### config.mk
export PLATFORM = sky130hd
export DESIGN_NAME = multicycle_ctrl
export DESIGN_NICKNAME = d
export VERILOG_FILES = /design/src/rtl/multicycle_ctrl.sv
export SDC_FILE = /design/constraint.sdc
export NUM_CORES = 1
export LEC_CHECK = 0
export ABC_AREA = 1
export CAP_MARGIN = 20
export CORE_MARGIN = 2
export CORE_UTILIZATION = 35
export CTS_BUF_LIST = sky130_fd_sc_hd__clkbuf_4 sky130_fd_sc_hd__clkbuf_8
export DETAILED_ROUTE_END_ITERATION = 10
export PLACE_DENSITY_LB_ADDON = 0.1
export SETUP_SLACK_MARGIN = 0.2
export SLEW_MARGIN = 20
export SYNTH_ARGS = -nofsm -noshare
export SYNTH_HDL_FRONTEND = slang
export SYNTH_SLANG_ARGS = --single-unit
### constraint.sdc
create_clock -name clk -period 2.9 [get_ports clk]
set_input_delay 0.29 -clock clk [delete_from_list [all_inputs] [get_ports clk]]
set_output_delay 0.29 -clock clk [all_outputs]
set_load 0.005 [all_outputs]
### src/rtl/multicycle_ctrl.sv
// Multicycle RV32 control FSM: FETCH/DECODE/EXEC/MEM/WB with sticky HALT and ERR traps.
// Define C_EXT_EN to latch inst_is_c with the IR and report a 2-byte PC increment for it.
module multicycle_ctrl #(
  parameter int unsigned MEM_TO_MAX = 15,
  parameter int unsigned CNT_W      = 4
) (
  input  logic        clk,
  input  logic        rst,
  input  logic [31:0] inst,
  input  logic        inst_valid,
  input  logic        inst_is_c,
  input  logic        mem_ready,
  output logic        fetch_req,
  output logic        ir_we,
  output logic        pc_we,
  output logic        memread,
  output logic        memwrite,
  output logic        regwrite,
  output logic        branch,
  output logic        memtoreg,
  output logic        alusrc,
  output logic [1:0]  aluop,
  output logic [1:0]  jump,
  output logic [2:0]  pc_inc,
  output logic        halted,
  output logic        mem_err,
  output logic        illegal,
  output logic [2:0]  state
);

  if (MEM_TO_MAX < 1 || MEM_TO_MAX >= (1 << CNT_W)) begin : gen_bad_param
    $error("multicycle_ctrl: MEM_TO_MAX must be in [1, 2**CNT_W - 1]");
  end

  typedef enum logic [2:0] {
    StFetch  = 3'd0,
    StDecode = 3'd1,
    StExec   = 3'd2,
    StMem    = 3'd3,
    StWb     = 3'd4,
    StHalt   = 3'd5,
    StErr    = 3'd6
  } state_e;

  localparam logic [6:0] OpR      = 7'b0110011;
  localparam logic [6:0] OpIArith = 7'b0010011;
  localparam logic [6:0] OpLoad   = 7'b0000011;
  localparam logic [6:0] OpStore  = 7'b0100011;
  localparam logic [6:0] OpBranch = 7'b1100011;
  localparam logic [6:0] OpJal    = 7'b1101111;
  localparam logic [6:0] OpJalr   = 7'b1100111;
  localparam logic [6:0] OpLui    = 7'b0110111;
  localparam logic [6:0] OpAuipc  = 7'b0010111;
  localparam logic [6:0] OpSystem = 7'b1110011;

  localparam logic [CNT_W-1:0] CntLast = CNT_W'(MEM_TO_MAX - 1);

  state_e           state_q, state_d;
  logic [31:0]      ir_q, ir_d;
  logic [CNT_W-1:0] cnt_q, cnt_d;
  logic             halted_q, halted_d;
  logic             mem_err_q, mem_err_d;
  logic             illegal_q, illegal_d;

  // Opcode decode of the captured instruction.
  logic [6:0] opcode;
  logic is_r, is_iarith, is_load, is_store, is_branch;
  logic is_jal, is_jalr, is_lui, is_auipc, is_system;
  logic is_legal, is_ebreak, wb_en;

  assign opcode    = ir_q[6:0];
  assign is_r      = (opcode == OpR);
  assign is_iarith = (opcode == OpIArith);
  assign is_load   = (opcode == OpLoad);
  assign is_store  = (opcode == OpStore);
  assign is_branch = (opcode == OpBranch);
  assign is_jal    = (opcode == OpJal);
  assign is_jalr   = (opcode == OpJalr);
  assign is_lui    = (opcode == OpLui);
  assign is_auipc  = (opcode == OpAuipc);
  assign is_system = (opcode == OpSystem);
  assign is_legal  = is_r | is_iarith | is_load | is_store | is_branch |
                     is_jal | is_jalr | is_lui | is_auipc | is_system;
  assign is_ebreak = is_system & ir_q[20];
  assign wb_en     = is_r | is_iarith | is_load | is_jal | is_jalr | is_lui | is_auipc;

  logic unused_ir;
  assign unused_ir = ^{ir_q[31:21], ir_q[19:7]};

`ifdef C_EXT_EN
  logic c_q, c_d;
`endif

  always_comb begin
    state_d   = state_q;
    ir_d      = ir_q;
    cnt_d     = cnt_q;
    halted_d  = halted_q;
    mem_err_d = mem_err_q;
    illegal_d = illegal_q;
`ifdef C_EXT_EN
    c_d       = c_q;
`endif
    fetch_req = 1'b0;
    ir_we     = 1'b0;
    pc_we     = 1'b0;
    memread   = 1'b0;
    memwrite  = 1'b0;
    regwrite  = 1'b0;

    unique case (state_q)
      StFetch: begin
        fetch_req = 1'b1;
        if (inst_valid) begin
          ir_we   = 1'b1;
          ir_d    = inst;
`ifdef C_EXT_EN
          c_d     = inst_is_c;
`endif
          state_d = StDecode;
        end
      end
      StDecode: begin
        if (is_ebreak) begin
          state_d  = StHalt;
          halted_d = 1'b1;
        end else if (!is_legal) begin
          state_d   = StErr;
          illegal_d = 1'b1;
        end else begin
          state_d = StExec;
        end
      end
      StExec: begin
        if (is_load || is_store) begin
          state_d = StMem;
          cnt_d   = '0;
        end else if (is_branch) begin
          pc_we   = 1'b1;
          state_d = StFetch;
        end else begin
          state_d = StWb;
        end
      end
      StMem: begin
        memread  = is_load;
        memwrite = is_store;
        // A completion on the timeout cycle wins over the error.
        if (mem_ready) begin
          if (is_load) begin
            state_d = StWb;
          end else begin
            pc_we   = 1'b1;
            state_d = StFetch;
          end
        end else begin
          cnt_d = cnt_q + CNT_W'(1);
          if (cnt_q == CntLast) begin
            state_d   = StErr;
            mem_err_d = 1'b1;
          end
        end
      end
      StWb: begin
        regwrite = wb_en;
        pc_we    = 1'b1;
        state_d  = StFetch;
      end
      StHalt, StErr: begin
        state_d = state_q;
      end
      default: begin
        state_d = StErr;
      end
    endcase

    // Strobes are suppressed while reset is held so nothing leaks out of an aborted access.
    if (!rst) begin
      fetch_req = 1'b0;
      ir_we     = 1'b0;
      pc_we     = 1'b0;
      memread   = 1'b0;
      memwrite  = 1'b0;
      regwrite  = 1'b0;
    end
  end

  always_ff @(posedge clk) begin
    if (!rst) begin
      state_q   <= StFetch;
      ir_q      <= '0;
      cnt_q     <= '0;
      halted_q  <= 1'b0;
      mem_err_q <= 1'b0;
      illegal_q <= 1'b0;
`ifdef C_EXT_EN
      c_q       <= 1'b0;
`endif
    end else begin
      state_q   <= state_d;
      ir_q      <= ir_d;
      cnt_q     <= cnt_d;
      halted_q  <= halted_d;
      mem_err_q <= mem_err_d;
      illegal_q <= illegal_d;
`ifdef C_EXT_EN
      c_q       <= c_d;
`endif
    end
  end

  // Static decode fields; forced to zero while fetching since the IR is stale there.
  always_comb begin
    aluop    = 2'b00;
    alusrc   = 1'b0;
    memtoreg = 1'b0;
    branch   = 1'b0;
    jump     = 2'b00;
    if (state_q != StFetch) begin
      if (is_r || is_iarith) begin
        aluop = 2'b10;
      end else if (is_branch || is_lui) begin
        aluop = 2'b01;
      end
      alusrc   = !(is_r || is_branch || is_system);
      memtoreg = is_load;
      branch   = is_branch;
      if (is_jal) begin
        jump = 2'b01;
      end else if (is_jalr) begin
        jump = 2'b10;
      end
    end
  end

`ifdef C_EXT_EN
  assign pc_inc = c_q ? 3'd2 : 3'd4;
`else
  logic unused_inst_is_c;
  assign unused_inst_is_c = inst_is_c;
  assign pc_inc = 3'd4;
`endif

  assign halted  = halted_q;
  assign mem_err = mem_err_q;
  assign illegal = illegal_q;
  assign state   = state_q;

endmodule

==> results of run 1 <==
## area by class of cell
class | count | area share (%)
Clock buffer | 4 | 2.47
Tap cell | 44 | 3.74
Sequential cell | 18 | 24.5
Inverter | 18 | 4.59
Timing Repair Buffer | 32 | 21.4
Multi-Input combinational cell | 135 | 43.3
## through the flow
step,cells,power (mW),util (%)
floorplan,177,0.656,-
global placement,247,0.830,47.4
detailed placement,247,0.837,47.4
CTS,251,0.997,48.6
global route,251,1.09,48.6
finish,251,0.988,48.6
## flip-flops by register name (all words and copies together) (netlist names)
name	count
cnt_q	4
illegal	1
ir_q	8
state	3
mem_err	1
halted	1
## worst paths after layout
path                                            from                   end  slack (ps)
worst max-delay path            ir_q[1]$_SDFFE_PN0P_              regwrite         520
worst min-delay path             halted$_SDFFE_PN0P_   halted$_SDFFE_PN0P_         450
worst max register to register  ir_q[1]$_SDFFE_PN0P_  illegal$_SDFFE_PN0P_        1470
worst min register to register   halted$_SDFFE_PN0P_   halted$_SDFFE_PN0P_         450
## metal layers
layer  vias up  share of wire, %  global-route usage [%]
met5         -                 0                       0
met4         0               1.6                    6.67
met3         5               3.0                    1.95
met2        29                45                    28.3
met1       549                50                    23.3
li1        625                 -                       -
## cell families after synthesis
group           Yosys count  share of synthesized area (%)
compound gates           31                           14.9
fa+ha+maj                 2                           2.28
flops                    18                           32.8
simple gates             99                           39.8
buf+inv                  24                           9.57
other cells               2                          0.684
## cell usage after synthesis, types with 2 or more instances
cell / n / area, um2
ha_1: 2 / 25.0
nor2_1: 36 / 135
inv_1: 16 / 60.1
a21oi_1: 18 / 90.1
nor3_1: 4 / 20.0
nand2_2: 3 / 18.8
conb_1: 2 / 7.51
nand3_1: 19 / 95.1
nor2_4: 2 / 22.5
dfxtp_1: 18 / 360
o21ai_0: 10 / 50.1
buf_4: 3 / 22.5
buf_2: 3 / 15.0
nand2_1: 32 / 120
## worst min-delay path, cell delays in order, from the launching register on
cell and delay (ps):
dfxtp_1 320, inv_1 40, a21oi_1 50
## power by group through the flow
stage,sequential (mW),clock (mW),combinational [mW]
3_5_place_dp,0.371,0,0.466
3_3_place_gp,0.370,0,0.460
6_report,0.365,0.159,0.464
2_1_floorplan,0.358,0,0.298
4_1_cts,0.365,0.165,0.468
5_1_grt,0.378,0.175,0.535
==> reports/metrics.cfg, run 1 <==
[synth]
seq_area_frac_synth_pct=32.8
syn_inst=176
synth_area_um2=1100
synth_area_per_cell_um2=6.24
synth-seq-cells=18
synth_edf_count=0
yosysWarnings=0
async_flop_share_pct=0
synthFlopType=dfxtp_1
ys_types=22

[cells_and_area]
regArea_um2=360
n_fill_cell=323
antenna_cells=0
drive_gt1_share_pct=6.76
final_cell_mix=nor2_1, nand2_1, clkdlybuf4s50_1, nand3_1
multi_input_area_um2=637
nets=247
final_common_cell=nor2_1
final_area_um2=1470
synthToLayoutAreaGrowth_pct=33.9

[floorplan]
io_pins=59
fp-row-count=20
die_y_um=60.0
core_um2=3030
die_x_um=60.0
dieArea_um2=3600
start_util_pct=36.3

[grt]
grt_pass1_vias=1093
grt_overflow_total=0
grt_max_degree=15
grt_use_total_pct=17.3
antenna_found_initial=0
grt_first_pass_wirelength_um=4710

[timing]
max_freq_mhz=421
tns_ps=0
timing.hold.ws_ps=453
rsz0062_at_grt=false
hold_viol=0
finalWorstSetupSlack_ps=525
period_needed_ps=2380
drv_slew=0
clock_skew_ps=6.67
finalSetupViolCount=0
fin_crit_sh_pct=81.9

[power]
power.internal_mw=0.582
power.share.clock_pct=16.0
p_sw_share_pct=41.1
pwr-share-seq_pct=37.0
peakVddDrop_v=0.000318
comb_power_share_pct=47.0
p_switching_mw=0.406
power_density_nw_per_um2=672
power_leakage_nw=0.627

[detailed_routing]
vias=1208
vias_per_cell=4.81
first_iter_violations=38
drc=0
routedWlPerCell_um=10.9
totalWireLength_um=2730
ant_nets=0
drt_first_pass_iters=4

[critical_path]
end_kind=output port
critPathMaxStageDelay_ps=500
arrival_ps=2090
cp_num_cells=6
path_cells=nand2_1 -> nor3_1 -> nand2_1 -> nand3_1 -> o211a_1 -> clkdlybuf4s50_1
startpoint_type=flop
critPathSlowestCell=clkdlybuf4s50_1
crit_top_cell=nand2_1
rr_worst_depth=7
worstPathRequired_ps=2610
cpLargestDelayFamily=simple AND/OR/NAND/NOR gates
worst-path-buf-inv=1
cp_max_fo=3
path_class=reg2out

[run_status]
status=completed

[clock_tree]
cts_resized=0
postCtsSetupRepairBufs=0
cts_sinks=18
path_clk_slew_ps=110
clock_path_buffers=2
h-tree-depth=1
cts_tree=done
cts-hold-fix-buffers=0
cts-root-buf=clkbuf_4
numCtsBuffers=3
clk_latency_ps=300

[placement]
globalplace.congestion=0.823
portBuffers=30
placed_area_um2=1440
dp_hpwl_um=2180
place_ws_ps=738

[run]
max_cap_viol_count=0

[hold_path]
hold_class=reg2reg
worstHoldPathCells=2

Power figures use the tool's default switching activity.
==> run 2: changes to the inputs <==
clock period = 2.4 ns   (was 2.9 ns; I/O delays follow)
==> reports/metrics.cfg, run 2 (synthesized netlist as in run 1, its figures left out) <==
[power]
peakVddDrop_v=0.000304
power.internal_mw=0.713
power_density_nw_per_um2=811
power.share.clock_pct=12.2
power_leakage_nw=0.672
pwr-share-seq_pct=36.9
finalPower_mw=1.24
p_sw_share_pct=42.5
p_switching_mw=0.527
comb_power_share_pct=50.8

[critical_path]
crit_top_cell=nand2_1
path_cells=inv_1 -> nand2_1 -> nor2_4 -> nand2_1 -> nand3_2 -> o211a_1 -> clkdlybuf4s50_1
cp-endpoint=regwrite
cp_max_fo=5
setup.worst_path.start=ir_q[3]$_SDFFE_PN0P_
cp_num_cells=7
startpoint_type=flop
rrSetupSlack_ps=960
critPathMaxStageDelay_ps=490
worst-path-buf-inv=2
cpLargestDelayFamily=buffers and inverters
timing.rr.end=state[2]$_SDFFE_PN0P_
end_kind=output port
critPathSlowestCell=clkdlybuf4s50_1
path_class=reg2out
worstPathRequired_ps=2160
r2r_start=cnt_q[0]$_SDFFE_PN0P_
rr_worst_depth=9
arrival_ps=1860

[detailed_routing]
drt_first_pass_iters=4
vias=1205
drc=0
ant_nets=0
totalWireLength_um=2840
first_iter_violations=34
vias_per_cell=4.73
routedWlPerCell_um=11.1

[clock_tree]
h-tree-depth=1
cts-root-buf=clkbuf_4
cts_tree=done
clock_path_buffers=2
path_clk_slew_ps=110
numCtsBuffers=3
clk_latency_ps=300
cts_sinks=18

[timing]
max_freq_mhz=477
drv_slew=0
rsz0062_at_grt=true
tns_ps=0
clock_skew_ps=10.5
hold_viol=0
fin_crit_sh_pct=87.3
finalWorstSetupSlack_ps=304
period_needed_ps=2100
finalSetupViolCount=0

[grt]
grt_overflow_total=0
grt_use_total_pct=16.9
grt_max_degree=14
grt_first_pass_wirelength_um=4600
antenna_found_initial=0
grt_pass1_vias=1045

[floorplan]
dieArea_um2=3600
die_x_um=60.0
die_y_um=60.0
core_um2=3030
io_pins=59
fp-row-count=20
start_util_pct=36.3

[cells_and_area]
synthToLayoutAreaGrowth_pct=39.2
antenna_cells=0
final_cell_mix=nor2_1, nand2_1, clkdlybuf4s50_1, a21oi_1, nand3_1
regMostFlops=ir_q
largest_register_ffs=8
drive_gt1_share_pct=13.3
final_common_cell=nor2_1
nets=252
fin_cells=255

[placement]
dp_hpwl_um=2180
place_ws_ps=290
dp.cells=248
globalplace.congestion=0.842
portBuffers=30

[run]
max_cap_viol_count=0

[run_status]
status=completed

[hold_path]
hold_class=reg2reg

## run 2: cell types whose count changed in the layout (fill, tap and decap cells not counted), sizes merged
cell,delta
dlymetal6s2s,+1
clkbuf,-1
clkdlybuf4s50,-1
nor2,+1
buf,+4
## run 2: metal layers
layer,track usage [%],routed length (um),share of wire [%],vias up
li1,-,-,-,636
met1,22.8,1430,50,535
met2,27.2,1300,46,30
met3,2.60,86,3.0,4
met4,5.71,29,1.0,0
met5,0,0,0,-
## run 2: worst min-delay path by stage
stage / from / to / slack (ps) / depth (start not counted)
5_1_grt: halted$_SDFFE_PN0P_ / halted$_SDFFE_PN0P_ / 470 / 2
3_3_place_gp: illegal$_SDFFE_PN0P_ / illegal$_SDFFE_PN0P_ / 440 / 2
4_1_cts: halted$_SDFFE_PN0P_ / halted$_SDFFE_PN0P_ / 460 / 2
3_5_place_dp: halted$_SDFFE_PN0P_ / halted$_SDFFE_PN0P_ / 440 / 2
6_report: halted$_SDFFE_PN0P_ / halted$_SDFFE_PN0P_ / 450 / 2
2_1_floorplan: rst / ir_q[3]$_SDFFE_PN0P_ / 380 / 2
## run 2: layout make-up
cell class / instances / area (um2)
Clock buffer: 3 / 22.5
Inverter: 18 / 67.6
Timing Repair Buffer: 36 / 348
Multi-Input combinational cell: 136 / 669
Sequential cell: 18 / 367
Fill cell: 327 / 1500
Tap cell: 44 / 55.1
## run 2: per-stage QoR
| stage | area (um2) | utilization, % | hold WS [ps] |
|---|---|---|---|
| finish | 1530 | 50.5 | 451 |
| CTS | 1480 | 48.8 | 456 |
| global route | 1530 | 50.5 | 471 |
| floorplan | 1100 | - | 378 |
| global placement | 1440 | 47.6 | 440 |
| detailed placement | 1440 | 47.6 | 440 |
## run 2: what timing repair did
action / 4_1_cts / 5_1_grt
endpoints found under the hold margin: 0 / 0
pin swaps: 0 / 2
setup buffers: 0 / 3
gates cloned: 0 / 1
gates resized for setup: 3 / 11
endpoints found under the setup margin: 4 / 5
hold buffers: 0 / 0
## run 2: power groups by stage
| stage | combinational, mW | sequential, mW | clock, mW |
|---|---|---|---|
| final | 0.631 | 0.458 | 0.152 |
| after floorplan | 0.360 | 0.433 | 0 |
| after CTS | 0.566 | 0.444 | 0.162 |
| after global placement | 0.546 | 0.447 | 0 |
| after global routing | 0.712 | 0.470 | 0.176 |
| after detailed placement | 0.554 | 0.447 | 0 |
## run 2: worst reg2reg max path: stages (launching register included)
cell and delay, ps:
dfxtp_1 330, inv_1 100, ha_1 160, nand3_1 100, nand3_1 120, nand2_1 80, nor2_1 200, nand3_1 110
nor2_1 100, a21oi_1 60
==> run 3: changes to the inputs <==
PLACE_DENSITY_LB_ADDON = 0.08   (was 0.1)
==> reports/metrics.cfg, run 3 (synthesized netlist as in run 1, its figures left out) <==
[detailed_routing]
vias_per_cell=4.73
routedWlPerCell_um=11.3
vias=1212
totalWireLength_um=2880
drt_first_pass_iters=4
first_iter_violations=34
ant_nets=0
drc=0

[critical_path]
startpoint_type=flop
arrival_ps=1840
rr_worst_depth=7
timing.rr.end=state[2]$_SDFFE_PN0P_
end_kind=output port
critPathMaxStageDelay_ps=510
rrSetupSlack_ps=890
path_class=reg2out
r2r_start=state[2]$_SDFFE_PN0P_
cpLargestDelayFamily=buffers and inverters
critPathSlowestCell=clkdlybuf4s50_1
worstPathRequired_ps=2160
worst-path-buf-inv=2
path_cells=nor2_1 -> inv_1 -> nor2_4 -> nand2_1 -> nor2_1 -> clkdlybuf4s50_1
crit_top_cell=nor2_1
cp_max_fo=7

[clock_tree]
h-tree-depth=1
cts-hold-fix-buffers=0
clock_path_buffers=2
clk_latency_ps=300
cts-root-buf=clkbuf_4
cts_sinks=18
numCtsBuffers=3
cts_tree=done
path_clk_slew_ps=100

[timing]
hold_viol=0
finalSetupViolCount=0
drv_slew=0
fin_crit_sh_pct=86.8
clock_skew_ps=9.19
rsz0062_at_grt=true
max_freq_mhz=480
period_needed_ps=2080
tns_ps=0

[cells_and_area]
synthToLayoutAreaGrowth_pct=41.3
final_cell_mix=nor2_1, nand2_1, clkdlybuf4s50_1, a21oi_1, nand3_1
largest_register_ffs=8
antenna_cells=0
regMostFlops=ir_q
nets=252
n_fill_cell=352
final_common_cell=nor2_1
fin_cells=256
drive_gt1_share_pct=14.2
utilization_pct=51.3

[floorplan]
io_pins=59
fp-row-count=20
die_x_um=60.0
die_y_um=60.0
start_util_pct=36.3
dieArea_um2=3600
core_um2=3030

[hold_path]
hold_class=reg2reg
min_to=halted$_SDFFE_PN0P_
worstHoldPathCells=2
hold_path.startpoint=halted$_SDFFE_PN0P_

[grt]
grt_max_degree=14
antenna_found_initial=0
grt_pass1_vias=1122
grt_first_pass_wirelength_um=4730
grt_use_total_pct=17.3
grt_overflow_total=0

[placement]
portBuffers=30
dp.cells=248
dp_hpwl_um=2200
globalplace.congestion=0.849

[power]
peakVddDrop_v=0.000324
power_leakage_nw=0.706
power_density_nw_per_um2=839
finalPower_mw=1.30

[run]
max_cap_viol_count=0

[run_status]
status=completed

run 3: cell count changes in the layout (fill, tap and decap cells not counted), sizes merged:
cell           change
dlymetal6s2s       +1
clkbuf             +1
clkdlybuf4s50      -1
run 3: worst max path at each step:
stage          slack [ps]                   from  cells after the start  endpoint
2_1_floorplan        1140   ir_q[1]$_SDFFE_PN0P_                      5  regwrite
3_3_place_gp          280                    rst                      5     pc_we
3_5_place_dp          300                    rst                      5     pc_we
4_1_cts               220   ir_q[4]$_SDFFE_PN0P_                      8     pc_we
5_1_grt               190   ir_q[2]$_SDFFE_PN0P_                      6  aluop[0]
6_report              320  state[0]$_SDFFE_PN0P_                      6     ir_we
run 3: tightest hold or removal path: stages (launching register included):
cell and delay (ps):
dfxtp_1 320, inv_1 40, a21oi_1 50
run 3: layout make-up:
| type | instances | area [um2] | share of cell area (%) |
|---|---|---|---|
| multi-input cells | 136 | 679 | 43.8 |
| flip-flops and latches | 18 | 364 | 23.4 |
| repair buffers | 36 | 350 | 22.6 |
| inverters | 18 | 67.6 | 4.35 |
| well taps | 44 | 55.1 | 3.55 |
| clock buffers | 4 | 36.3 | 2.34 |
run 3: repair_timing:
action,in CTS,in global routing
setup endpoints to repair,4,6
resized for setup,3,13
cloned,0,1
pin swaps,0,2
setup buffers,0,3
run 3: routing by layer:
metal	track usage, %	wire length (um)
met1	23.3	1410
met2	27.5	1300
met3	2.60	127
met4	7.30	40
met5	0	0
run 3: metrics by stage:
step	instance area (um2)	hold slack (ps)	setup slack (ps)
after CTS	1490	455	218
after detailed placement	1440	439	296
after global placement	1440	440	284
after floorplan	1100	378	1140
final	1550	450	317
after global routing	1550	476	191
run 3: power breakdown:
part	internal (mW)	switching, mW
logic	0.303	0.352
clock network	0.0925	0.0973
registers	0.366	0.0928
total	0.762	0.542
